[src/rtl/xbar_rr_arbiter.sv]
// Registered round-robin ownership arbiter for the two slave ports of a 2x2 crossbar.
// Optional forced release on a stalled owner is enabled with `define XBAR_TIMEOUT_EN.
module xbar_rr_arbiter #(
    parameter int unsigned TIMEOUT_CYCLES = 255
) (
    input  logic       clk,
    input  logic       rst_n,
    input  logic [1:0] m_req,
    input  logic [1:0] m_sel,
    input  logic [1:0] s_ack,
    output logic [1:0] grant_s1,
    output logic [1:0] grant_s2,
    output logic       last_s1,
    output logic       last_s2,
    output logic [1:0] timeout_err
);

    typedef enum logic {
        IDLE  = 1'b0,
        OWNED = 1'b1
    } state_t;

    for (genvar k = 0; k < 2; k++) begin : g_eng
        state_t     state_q, state_d;
        logic       owner_q, owner_d;
        logic       last_q, last_d;
        logic [1:0] cand;
        logic       arb_valid, arb_pick;
        logic       release_c, expire;
        logic [1:0] grant_c;
        logic       tmo_q;

        assign cand = m_req & {m_sel[1] == 1'(k), m_sel[0] == 1'(k)};

        // While OWNED, last_q always equals owner_q, so this one picker
        // serves both the IDLE tie-break and the same-edge handoff on release.
        always_comb begin
            arb_valid = |cand;
            if (&cand) arb_pick = ~last_q;
            else       arb_pick = cand[1];
        end

`ifdef XBAR_TIMEOUT_EN
        logic [7:0] cnt_q;

        // An ack in the expiring cycle takes priority and suppresses the error.
        assign expire = (state_q == OWNED) && !s_ack[k] &&
                        (cnt_q == 8'(TIMEOUT_CYCLES - 1));

        always_ff @(posedge clk or negedge rst_n) begin
            if (!rst_n) begin
                cnt_q <= '0;
                tmo_q <= 1'b0;
            end else begin
                tmo_q <= expire;
                if (state_d == OWNED && (state_q == IDLE || release_c))
                    cnt_q <= '0;
                else if (state_q == OWNED && !s_ack[k])
                    cnt_q <= cnt_q + 8'd1;
            end
        end
`else
        assign expire = 1'b0;
        assign tmo_q  = 1'b0;
`endif

        // NOTE: every output of this block gets a default first so no path
        // through the case leaves a variable unassigned (no latch inferred).
        always_comb begin
            state_d   = state_q;
            owner_d   = owner_q;
            last_d    = last_q;
            release_c = 1'b0;
            unique case (state_q)
                IDLE: begin
                    if (arb_valid) begin
                        state_d = OWNED;
                        owner_d = arb_pick;
                        last_d  = arb_pick;
                    end
                end
                OWNED: begin
                    release_c = s_ack[k] | ~cand[owner_q] | expire;
                    if (release_c) begin
                        if (arb_valid) begin
                            owner_d = arb_pick;
                            last_d  = arb_pick;
                        end else begin
                            state_d = IDLE;
                        end
                    end
                end
                default: state_d = IDLE;
            endcase
        end

        // NOTE: state registers use non-blocking assignments so every engine
        // samples the pre-edge values of its neighbours and of the inputs.
        always_ff @(posedge clk or negedge rst_n) begin
            if (!rst_n) begin
                state_q <= IDLE;
                owner_q <= 1'b0;
                last_q  <= 1'b1;
            end else begin
                state_q <= state_d;
                owner_q <= owner_d;
                last_q  <= last_d;
            end
        end

        assign grant_c = (state_q == OWNED) ? (owner_q ? 2'b10 : 2'b01) : 2'b00;
    end

    assign grant_s1    = g_eng[0].grant_c;
    assign grant_s2    = g_eng[1].grant_c;
    assign last_s1     = g_eng[0].last_q;
    assign last_s2     = g_eng[1].last_q;
    assign timeout_err = {g_eng[1].tmo_q, g_eng[0].tmo_q};

endmodule

[config.mk]
export PLATFORM = sky130hd
export DESIGN_NAME = xbar_rr_arbiter
export DESIGN_NICKNAME = d
export VERILOG_FILES = /design/src/rtl/xbar_rr_arbiter.sv
export SDC_FILE = /design/constraint.sdc
export NUM_CORES = 1
export LEC_CHECK = 0
export ABC_CLOCK_PERIOD_IN_PS = 1200
export CAP_MARGIN = 20
export CELL_PAD_IN_SITES_DETAIL_PLACEMENT = 0
export CELL_PAD_IN_SITES_GLOBAL_PLACEMENT = 1
export CORE_MARGIN = 3
export CORE_UTILIZATION = 28
export CTS_BUF_LIST = sky130_fd_sc_hd__clkbuf_16
export DETAILED_ROUTE_END_ITERATION = 7
export GPL_TIMING_DRIVEN = 0
export PLACE_DENSITY = 0.8
export SLEW_MARGIN = 20
export SYNTH_ARGS = -nofsm -noshare
export SYNTH_HDL_FRONTEND = slang
export SYNTH_SLANG_ARGS = --single-unit
export TNS_END_PERCENT = 20
[constraint.sdc]
create_clock -name clk -period 1.2 [get_ports clk]
set_input_delay 0.18 -clock clk [delete_from_list [all_inputs] [get_ports clk]]
set_output_delay 0.18 -clock clk [all_outputs]
set_load 0.02 [all_outputs]
==> flow_summary.json, run 1 <==
{
  "status": "finished, final reports clean",
  "grt_max_degree": 7,
  "vias": 330,
  "antenna_found_initial": 0,
  "grt-ovfl-total": 0,
  "cts.sinks": 6,
  "synthSimpleGateAreaFrac_pct": 31.9,
  "drt_wl_total_um": 795,
  "cts_hold_buf": 0,
  "final_cell_mix": "clkdlybuf4s50_1, buf_2, nand2_1, a21oi_1, dfrtp_1",
  "dp_cells": 67,
  "drive_gt1_share_pct": 31.0,
  "wire_per_inst_um": 11.0,
  "worstSetupStartpointType": "flop",
  "setup_slack_ns": 0.0349,
  "rows": 12,
  "drc": 0,
  "yosysTopAreaCell": "dfrtp_1",
  "synthMuxAreaShare_pct": 0,
  "arrival_ns": 0.99,
  "setup_viol": 0,
  "crit_path_end_kind": "output pin",
  "clk_path_buf_depth": 2,
  "final.period_utilization_pct": 97.1,
  "hold_ws_ns": 0.196,
  "dieArea_um2": 1810,
  "yosys.area_share.adder_pct": 0,
  "drv_slew": 0,
  "cts_tree": "yes",
  "start_util_pct": 31.8,
  "place_area_um2": 524,
  "synth_xor_area_share_pct": 0,
  "cp_cell_sequence": "nor2b_1 > clkdlybuf4s15_2",
  "gp_congestion": 0.758,
  "fmax_mhz": 858,
  "rsz0062_at_grt": "false",
  "synth_top_family_by_area": "simple AND/OR/NAND/NOR gates",
  "drtIter0Drc": 1,
  "cts_made_buffers": 3,
  "dieWidth_um": 42.5,
  "core_um2": 1170,
  "min_path_type": "primary input to async pin",
  "clkTransAtPathRegs_ns": 0.04,
  "path_max_fanout": 4,
  "synthCells": 39,
  "ir_drop_mv": 1.06,
  "crit_slowest_cell": "dfrtp_1",
  "grt_pass1_wl_um": 1260,
  "final_common_cell": "clkdlybuf4s50_1",
  "clockRootBuffer": "clkbuf_16",
  "syn-cell-area_um2": 373,
  "yosysSeqAreaShare_pct": 40.9,
  "skew_ns": 0.00423,
  "ios": 16,
  "final_cell_area_um2": 587,
  "viasPerCell": 4.58,
  "clock_latency_ns": 0.23,
  "cp.required_ns": 1.02,
  "die_h_um": 42.5,
  "antenna_cells": 0,
  "slowest_delay_ns": 0.38,
  "synth_compound_area_share_pct": 22.1,
  "crit_type": "flop to output pin",
  "postRouteAntennaNets": 0,
  "hold_viol_final": 0,
  "grt_usage_pct": 9.75,
  "synth_seq_cells": 6,
  "drv_cap": 0,
  "min_period_ns": 1.17,
  "cts_max_level": 1,
  "numPortBuffers": 13,
  "syn_avg_cell_area_um2": 9.56,
  "drt_pass1_iterations": 2,
  "ys_warn_count": 0,
  "syn_to_final_growth_pct": 57.4,
  "finalPower_uw": 1060,
  "fin_cells": 72,
  "power_leakage_uw": 0.000273,
  "synth_cell_types": 22,
  "dp_slack_ns": -0.153,
  "nNetsFinal": 67,
  "grt_pass1_vias": 296,
  "yosys-top-cells-area": "dfrtp_1, dfstp_2, a21oi_1",
  "power_density_nw_per_um2": 1800,
  "hpwlAfterDp_um": 604,
  "synth_top_area_share_pct": 26.8
}
cell type report:
type | instances | area (µm²)
well taps | 14 | 17.5
clock inverters | 1 | 3.75
clock buffers | 3 | 75.1
plain buffers | 2 | 15.0
fillers | 123 | 584
multi-input cells | 32 | 209
repair buffers | 14 | 114
flip-flops and latches | 6 | 153
path summary, 6_finish.rpt:
| check | end | cells after the start | startpoint | slack, ns |
|---|---|---|---|---|
| max in group asynchronous | last_s2 | 1 | rst_n | 0.73 |
| worst max register to register | last_s1 | 3 | g_eng[0].state_q | 0.24 |
| worst max-delay path | grant_s1[0] | 2 | g_eng[0].state_q | 0.03 |
| worst min register to register | last_s2 | 1 | g_eng[1].owner_q | 0.49 |
| min in group clk | last_s2 | 1 | g_eng[1].owner_q | 0.49 |
| worst min-delay path | g_eng[0].owner_q | 1 | rst_n | 0.20 |
per-stage QoR:
step	util [%]	TNS (ns)
2_1_floorplan	-	0
3_3_place_gp	44.8	-1.12
3_5_place_dp	44.8	-1.10
4_1_cts	50.6	0
5_1_grt	50.1	0
6_report	50.1	0
critical path: cells and delay by family, from the launching register on:
family / cells / cell delay (ns)
flops: 1 / 0.38
buf+inv: 1 / 0.24
simple gates: 1 / 0.13
routing by layer:
layer / part of all wire (%) / up-vias / routed length (µm) / global-route usage, %
li1: - / 176 / - / -
met1: 50 / 144 / 397 / 12.4
met2: 41 / 10 / 326 / 11.6
met3: 8.9 / 0 / 71 / 8.15
met4: 0 / 0 / 0 / 3.73
met5: 0 / - / 0 / 0
where the power goes:
group	switching, µW	internal [µW]	total (µW)
Sequential	33.2	251	284
Clock	116	432	549
Combinational	114	109	222
synth_stat cells:
| cell | number |
|---|---|
| a21o_1 | 1 |
| a211oi_2 | 1 |
| o22ai_1 | 2 |
| a31oi_1 | 1 |
| buf_4 | 2 |
| nand2_1 | 4 |
| and2b_1 | 1 |
| and2_1 | 3 |
| and4_2 | 1 |
| or2b_1 | 1 |
| conb_1 | 1 |
| a21oi_1 | 4 |
| dfrtp_1 | 4 |
| and3_1 | 1 |
| o21ai_1 | 1 |
| nand2b_1 | 3 |
| nor2b_4 | 1 |
| nand4b_1 | 1 |
| nor2b_1 | 2 |
| o22a_1 | 1 |
| dfstp_2 | 2 |
| o22a_2 | 1 |
registers in the layout, summed over array words and instances (netlist names):
| signal | cells |
|---|---|
| g_eng.owner_q | 2 |
| g_eng.state_q | 2 |
| last_s1 | 1 |
| last_s2 | 1 |
what timing repair did:
item	in CTS	in global routing
gates resized for setup	22	1
endpoints found under the setup margin	6	1
setup buffers	1	0
kinds of logic (layout without fill, tap and decap cells):
group                  count (synthesis)  after routing
other                                  1              2
DFF                                    6              6
AOI/OAI and AO/OA                     12             12
buffers and inverters                  2             20
and+or+nand+nor                       18             18
No activity file was read; power rests on OpenSTA's default activity.
==> run 2: changes to the inputs <==
--- a/config.mk
+++ b/config.mk
@@ -5,14 +5,14 @@
 export SDC_FILE = /design/constraint.sdc
 export NUM_CORES = 1
 export LEC_CHECK = 0
-export ABC_CLOCK_PERIOD_IN_PS = 1200
+export ABC_CLOCK_PERIOD_IN_PS = 1400
 export CAP_MARGIN = 20
 export CELL_PAD_IN_SITES_DETAIL_PLACEMENT = 0
 export CELL_PAD_IN_SITES_GLOBAL_PLACEMENT = 1
-export CORE_MARGIN = 3
-export CORE_UTILIZATION = 28
+export CORE_AREA = 3 3 40 42
 export CTS_BUF_LIST = sky130_fd_sc_hd__clkbuf_16
 export DETAILED_ROUTE_END_ITERATION = 7
+export DIE_AREA = 0 0 43 45
 export GPL_TIMING_DRIVEN = 0
 export PLACE_DENSITY = 0.8
 export SLEW_MARGIN = 20
==> constraint.sdc (replaced) <==
create_clock -name clk -period 1.4 [get_ports clk]
set_input_delay 0.21 -clock clk [delete_from_list [all_inputs] [get_ports clk]]
set_output_delay 0.21 -clock clk [all_outputs]
set_load 0.02 [all_outputs]
==> run 2 against run 1 <==
Compared with the run above:
- final cell count is 1.4% lower
- wire length is 7.3% higher
- clock skew is 0.0010 ns lower
- clock-buffer cell count stayed put
- flip-flop and latch count stayed put
- worst hold slack better by 0.035 ns
- non-clock buffer count is 1 lower
- sequential power is 13% lower
- global-route usage is 1.1 points higher
- largest power group unchanged
- highest routed layer is now met4
==> flow_summary.json, run 2 (same netlist as run 1, synthesis figures left out) <==
{
  "status": "finished, final reports clean",
  "grt-ovfl-total": 0,
  "grt_pass1_vias": 344,
  "skew_ns": 0.00319,
  "syn_to_final_growth_pct": 59.1,
  "drv_slew": 0,
  "arrival_ns": 1.12,
  "fin_setup_tns_ns": 0,
  "drive_gt1_share_pct": 19.6,
  "wire_per_inst_um": 12.0,
  "min_path_type": "primary input to async pin",
  "reg2reg_setup_slack_ns": 0.44,
  "timing.rr.start": "g_eng[1].state_q",
  "grt_pass1_wl_um": 1500,
  "crit_path_start": "last_s2",
  "cp.required_ns": 1.19,
  "hpwlAfterDp_um": 679,
  "postRouteAntennaNets": 0,
  "vias": 331,
  "clock_latency_ns": 0.23,
  "drc": 0,
  "viasPerCell": 4.66,
  "clk_path_buf_depth": 2,
  "crit_path_end_kind": "output pin",
  "dieWidth_um": 43,
  "cts_made_buffers": 3,
  "cts_max_level": 1,
  "crit-reg2reg-capture": "g_eng[1].owner_q",
  "drt_pass1_iterations": 3,
  "grt_usage_pct": 10.8,
  "rsz0062_at_grt": "false",
  "worstSetupStartpointType": "flop",
  "antenna_cells": 0,
  "gp_congestion": 0.835,
  "place_area_um2": 526,
  "core_um2": 1280,
  "cts.sinks": 6,
  "ios": 16,
  "crit_slowest_cell": "dfstp_2",
  "cp.depth": 1,
  "path_buf_inv": 1,
  "final_cell_area_um2": 593,
  "crit_family": "flip-flops",
  "rows": 13,
  "power_leakage_uw": 0.000274,
  "slowest_delay_ns": 0.55,
  "die_h_um": 45,
  "numPortBuffers": 13,
  "min_period_ns": 1.33,
  "ir_drop_mv": 0.636,
  "crit_type": "flop to output pin",
  "critPathCapture": "last_s2",
  "dieArea_um2": 1940,
  "power_density_nw_per_um2": 1520,
  "reg.largest.list": "g_eng.owner_q (2), g_eng.state_q (2)",
  "start_util_pct": 29.0,
  "cp_cell_sequence": "dlygate4sd2_1",
  "r2r_cells": 3,
  "final_cell_mix": "clkdlybuf4s50_1, dlygate4sd2_1, nand2_1, a21oi_1, dfrtp_1",
  "clkTransAtPathRegs_ns": 0.04,
  "fmax_mhz": 755,
  "final_common_cell": "clkdlybuf4s50_1",
  "nNetsFinal": 66,
  "drt_wl_total_um": 853,
  "fill_cells": 122,
  "final.period_utilization_pct": 94.7,
  "path_max_fanout": 5,
  "cts_tree": "yes",
  "hold_viol_final": 0,
  "drtIter0Drc": 2,
  "clockRootBuffer": "clkbuf_16",
  "setup_viol": 0,
  "drv_cap": 0,
  "grt_max_degree": 7,
  "antenna_found_initial": 0,
  "utilization_pct": 46.2
}
==> run 2: changes by cell type in the layout (fill, tap and decap cells not counted) <==
cell | before | now
dlygate4sd2_1 | 0 | 6
buf_4 | 3 | 2
buf_2 | 5 | 0
inv_1 | 1 | 0
clkdlybuf4s15_2 | 1 | 0
==> run 2: timing repair <==
| item | in CTS | in global routing |
|---|---|---|
| hold buffers | 0 | 0 |
| setup buffers | 0 | 0 |
| gates resized for setup | 6 | 0 |
| setup endpoints to repair | 6 | 0 |
==> run 2: metal layers <==
metal / global-route usage, % / vias to the layer above / share of wire (%)
li1: - / 172 / -
met1: 12.6 / 148 / 44
met2: 15.9 / 9 / 47
met3: 5.18 / 2 / 6.1
met4: 7.23 / 0 / 2.0
met5: 0 / - / 0
==> run 2: stage by stage <==
| stage | std cells | power (µW) | setup slack, ns | hold WS [ns] |
|---|---|---|---|---|
| after floorplan | 40 | 358 | 0.434 | -0.0856 |
| after global placement | 68 | 453 | -0.000240 | 0.476 |
| after detailed placement | 68 | 458 | 0.0141 | 0.476 |
| after CTS | 71 | 905 | 0.0727 | 0.236 |
| after global routing | 71 | 936 | 0.0437 | 0.254 |
| final | 71 | 902 | 0.0746 | 0.231 |
==> run 2: where the power goes <==
| part | leakage (µW) | total (µW) | switching [µW] | internal [µW] |
|---|---|---|---|---|
| clock network | 0.0000370 | 468 | 101 | 367 |
| registers | 0.0000686 | 246 | 31.2 | 215 |
| logic | 0.000169 | 188 | 94.9 | 93.1 |
| total | 0.000274 | 902 | 227 | 675 |
==> run 2: worst min-delay path by stage <==
stage | start | slack [ns] | endpoint
6_report | rst_n | 0.23 | g_eng[0].owner_q
5_1_grt | rst_n | 0.25 | g_eng[1].state_q
4_1_cts | rst_n | 0.24 | g_eng[0].owner_q
3_5_place_dp | rst_n | 0.48 | g_eng[0].owner_q
3_3_place_gp | rst_n | 0.48 | g_eng[1].owner_q
2_1_floorplan | rst_n | -0.09 | g_eng[0].owner_q
==> run 2: layout make-up <==
type                       instances  area, µm²  share of cell area, %
buffer                             2       15.0                   2.53
multi-input combinational         32        209                   35.2
clock buffer                       3       75.1                   12.7
tap                               15       18.8                   3.16
timing repair buffer              13        123                   20.7
sequential                         6        153                   25.7
==> run 3: changes to the inputs <==
--- a/config.mk
+++ b/config.mk
@@ -5,16 +5,15 @@
 export SDC_FILE = /design/constraint.sdc
 export NUM_CORES = 1
 export LEC_CHECK = 0
-export ABC_CLOCK_PERIOD_IN_PS = 1400
+export ABC_CLOCK_PERIOD_IN_PS = 1200
 export CAP_MARGIN = 20
 export CELL_PAD_IN_SITES_DETAIL_PLACEMENT = 0
 export CELL_PAD_IN_SITES_GLOBAL_PLACEMENT = 1
-export CORE_AREA = 3 3 40 42
+export CORE_UTILIZATION = 25
 export CTS_BUF_LIST = sky130_fd_sc_hd__clkbuf_16
 export DETAILED_ROUTE_END_ITERATION = 7
-export DIE_AREA = 0 0 43 45
 export GPL_TIMING_DRIVEN = 0
-export PLACE_DENSITY = 0.8
+export PLACE_DENSITY = 0.76
 export SLEW_MARGIN = 20
 export SYNTH_ARGS = -nofsm -noshare
 export SYNTH_HDL_FRONTEND = slang
==> constraint.sdc (replaced) <==
create_clock -name clk -period 1.2 [get_ports clk]
set_input_delay 0.18 -clock clk [delete_from_list [all_inputs] [get_ports clk]]
set_output_delay 0.18 -clock clk [all_outputs]
set_load 0.02 [all_outputs]
==> run 3 against run 2 <==
Compared with the run above:
- utilization down 3.9 points
- via count down 0.60%
- clock-buffer cell count stayed put
- largest cell class unchanged
==> flow_summary.json, run 3 (same netlist as run 1, synthesis figures left out) <==
{
  "dieWidth_um": 40.6,
  "clk_path_buf_depth": 2,
  "drv_cap": 0,
  "finalPower_uw": 1030,
  "path_buf_inv": 1,
  "power_leakage_uw": 0.000263,
  "setup_viol": 0,
  "viasPerCell": 4.63,
  "syn_to_final_growth_pct": 53.0,
  "fmax_mhz": 873,
  "cp_cell_sequence": "clkdlybuf4s50_1 > nor2b_4 > a21oi_1 > o22a_2",
  "setup_slack_ns": 0.0546,
  "rows": 13,
  "drtIter0Drc": 0,
  "min_path_type": "primary input to async pin",
  "vias": 329,
  "crit_path_end_kind": "flop",
  "min_period_ns": 1.15,
  "arrival_ns": 1.25,
  "drv_slew": 0,
  "cts_setup_buffers": 0,
  "crit_type": "primary input to flop",
  "final_cell_mix": "clkdlybuf4s50_1, buf_2, nand2_1, a21oi_1, dfrtp_1",
  "start_util_pct": 27.6,
  "drive_gt1_share_pct": 30.4,
  "final_common_cell": "clkdlybuf4s50_1",
  "fill_cells": 138,
  "rsz0062_at_grt": "false",
  "hold_viol_final": 0,
  "cts_tree": "yes",
  "grt_usage_pct": 12.0,
  "final_cell_area_um2": 571,
  "fin_setup_tns_ns": 0,
  "ios": 16,
  "cts_max_level": 1,
  "drc": 0,
  "grt-ovfl-total": 0,
  "numPortBuffers": 13,
  "drt_pass1_iterations": 1,
  "place_area_um2": 526,
  "cp.required_ns": 1.31,
  "grt_pass1_vias": 273,
  "status": "finished, final reports clean",
  "dp_slack_ns": -0.180,
  "clockRootBuffer": "clkbuf_16",
  "worstSetupStartpointType": "primary input",
  "postRouteAntennaNets": 0,
  "gp_congestion": 0.702,
  "nNetsFinal": 66,
  "hpwlAfterDp_um": 589,
  "dp_cells": 68,
  "cts_made_buffers": 3,
  "fin_cells": 71,
  "drt_wl_total_um": 756,
  "crit_slowest_cell": "clkdlybuf4s50_1",
  "core_um2": 1350,
  "clock_latency_ns": 0.23,
  "skew_ns": 0.00184,
  "dieArea_um2": 1650,
  "crit_family": "buffers and inverters",
  "die_h_um": 40.6,
  "power_density_nw_per_um2": 1800,
  "path_max_fanout": 6,
  "grt_max_degree": 7,
  "cts.sinks": 6,
  "reg.largest.list": "g_eng.owner_q (2), g_eng.state_q (2)",
  "clkTransAtPathRegs_ns": 0.03,
  "final.period_utilization_pct": 95.4,
  "antenna_found_initial": 0,
  "antenna_cells": 0,
  "slowest_delay_ns": 0.58,
  "ir_drop_mv": 0.939,
  "wire_per_inst_um": 10.6,
  "grt_pass1_wl_um": 1150
}
==> run 3: layout make-up <==
type	count	area [µm²]	share of cell area, %
timing repair buffer	13	100	17.5
sequential	6	153	26.8
clock buffer	3	75.1	13.2
multi-input combinational	32	209	36.6
buffer	2	15.0	2.63
tap	15	18.8	3.29
==> run 3: per-layer routing <==
metal	vias up	track usage [%]	share of wire (%)
met5	-	0	0
met4	0	5.00	1.5
met3	2	9.78	8.7
met2	10	15.1	42
met1	144	14.6	47
li1	173	-	-
==> run 3: path summary, 6_finish.rpt <==
check,from,endpoint,slack [ns],cells after the start
hold / removal,rst_n,g_eng[1].state_q,0.21,1
setup / recovery,m_req[0],g_eng[0].owner_q,0.05,4
max in group asynchronous,rst_n,last_s2,0.72,1
hold reg to reg,g_eng[1].owner_q,last_s2,0.47,1
setup reg to reg,g_eng[1].state_q,last_s2,0.24,3
min in group clk,g_eng[1].owner_q,last_s2,0.47,1
==> run 3: worst reg2reg max path, stage by stage, from the launching register on <==
cell,delay (ns)
dfrtp_1,0.36
nand2b_1,0.11
and4_2,0.26
a211oi_2,0.15
==> run 3: what timing repair did <==
| action | CTS | global route |
|---|---|---|
| endpoints found under the hold margin | 0 | 0 |
| endpoints found under the setup margin | 6 | 2 |
| resized for setup | 22 | 2 |
| hold buffers | 0 | 0 |
==> run 3: metrics by stage <==
stage / utilization, % / hold slack, ns
final: 42.3 / 0.206
after global routing: 42.3 / 0.228
after CTS: 43.2 / 0.217
after detailed placement: 38.9 / 0.453
after global placement: 38.9 / 0.449
after floorplan: - / -0.116
==> run 3: power breakdown <==
group / total (µW) / switching [µW] / internal [µW] / leakage (µW)
logic: 209 / 109 / 100 / 0.000157
clock network: 532 / 105 / 427 / 0.0000370
registers: 285 / 34.1 / 251 / 0.0000686
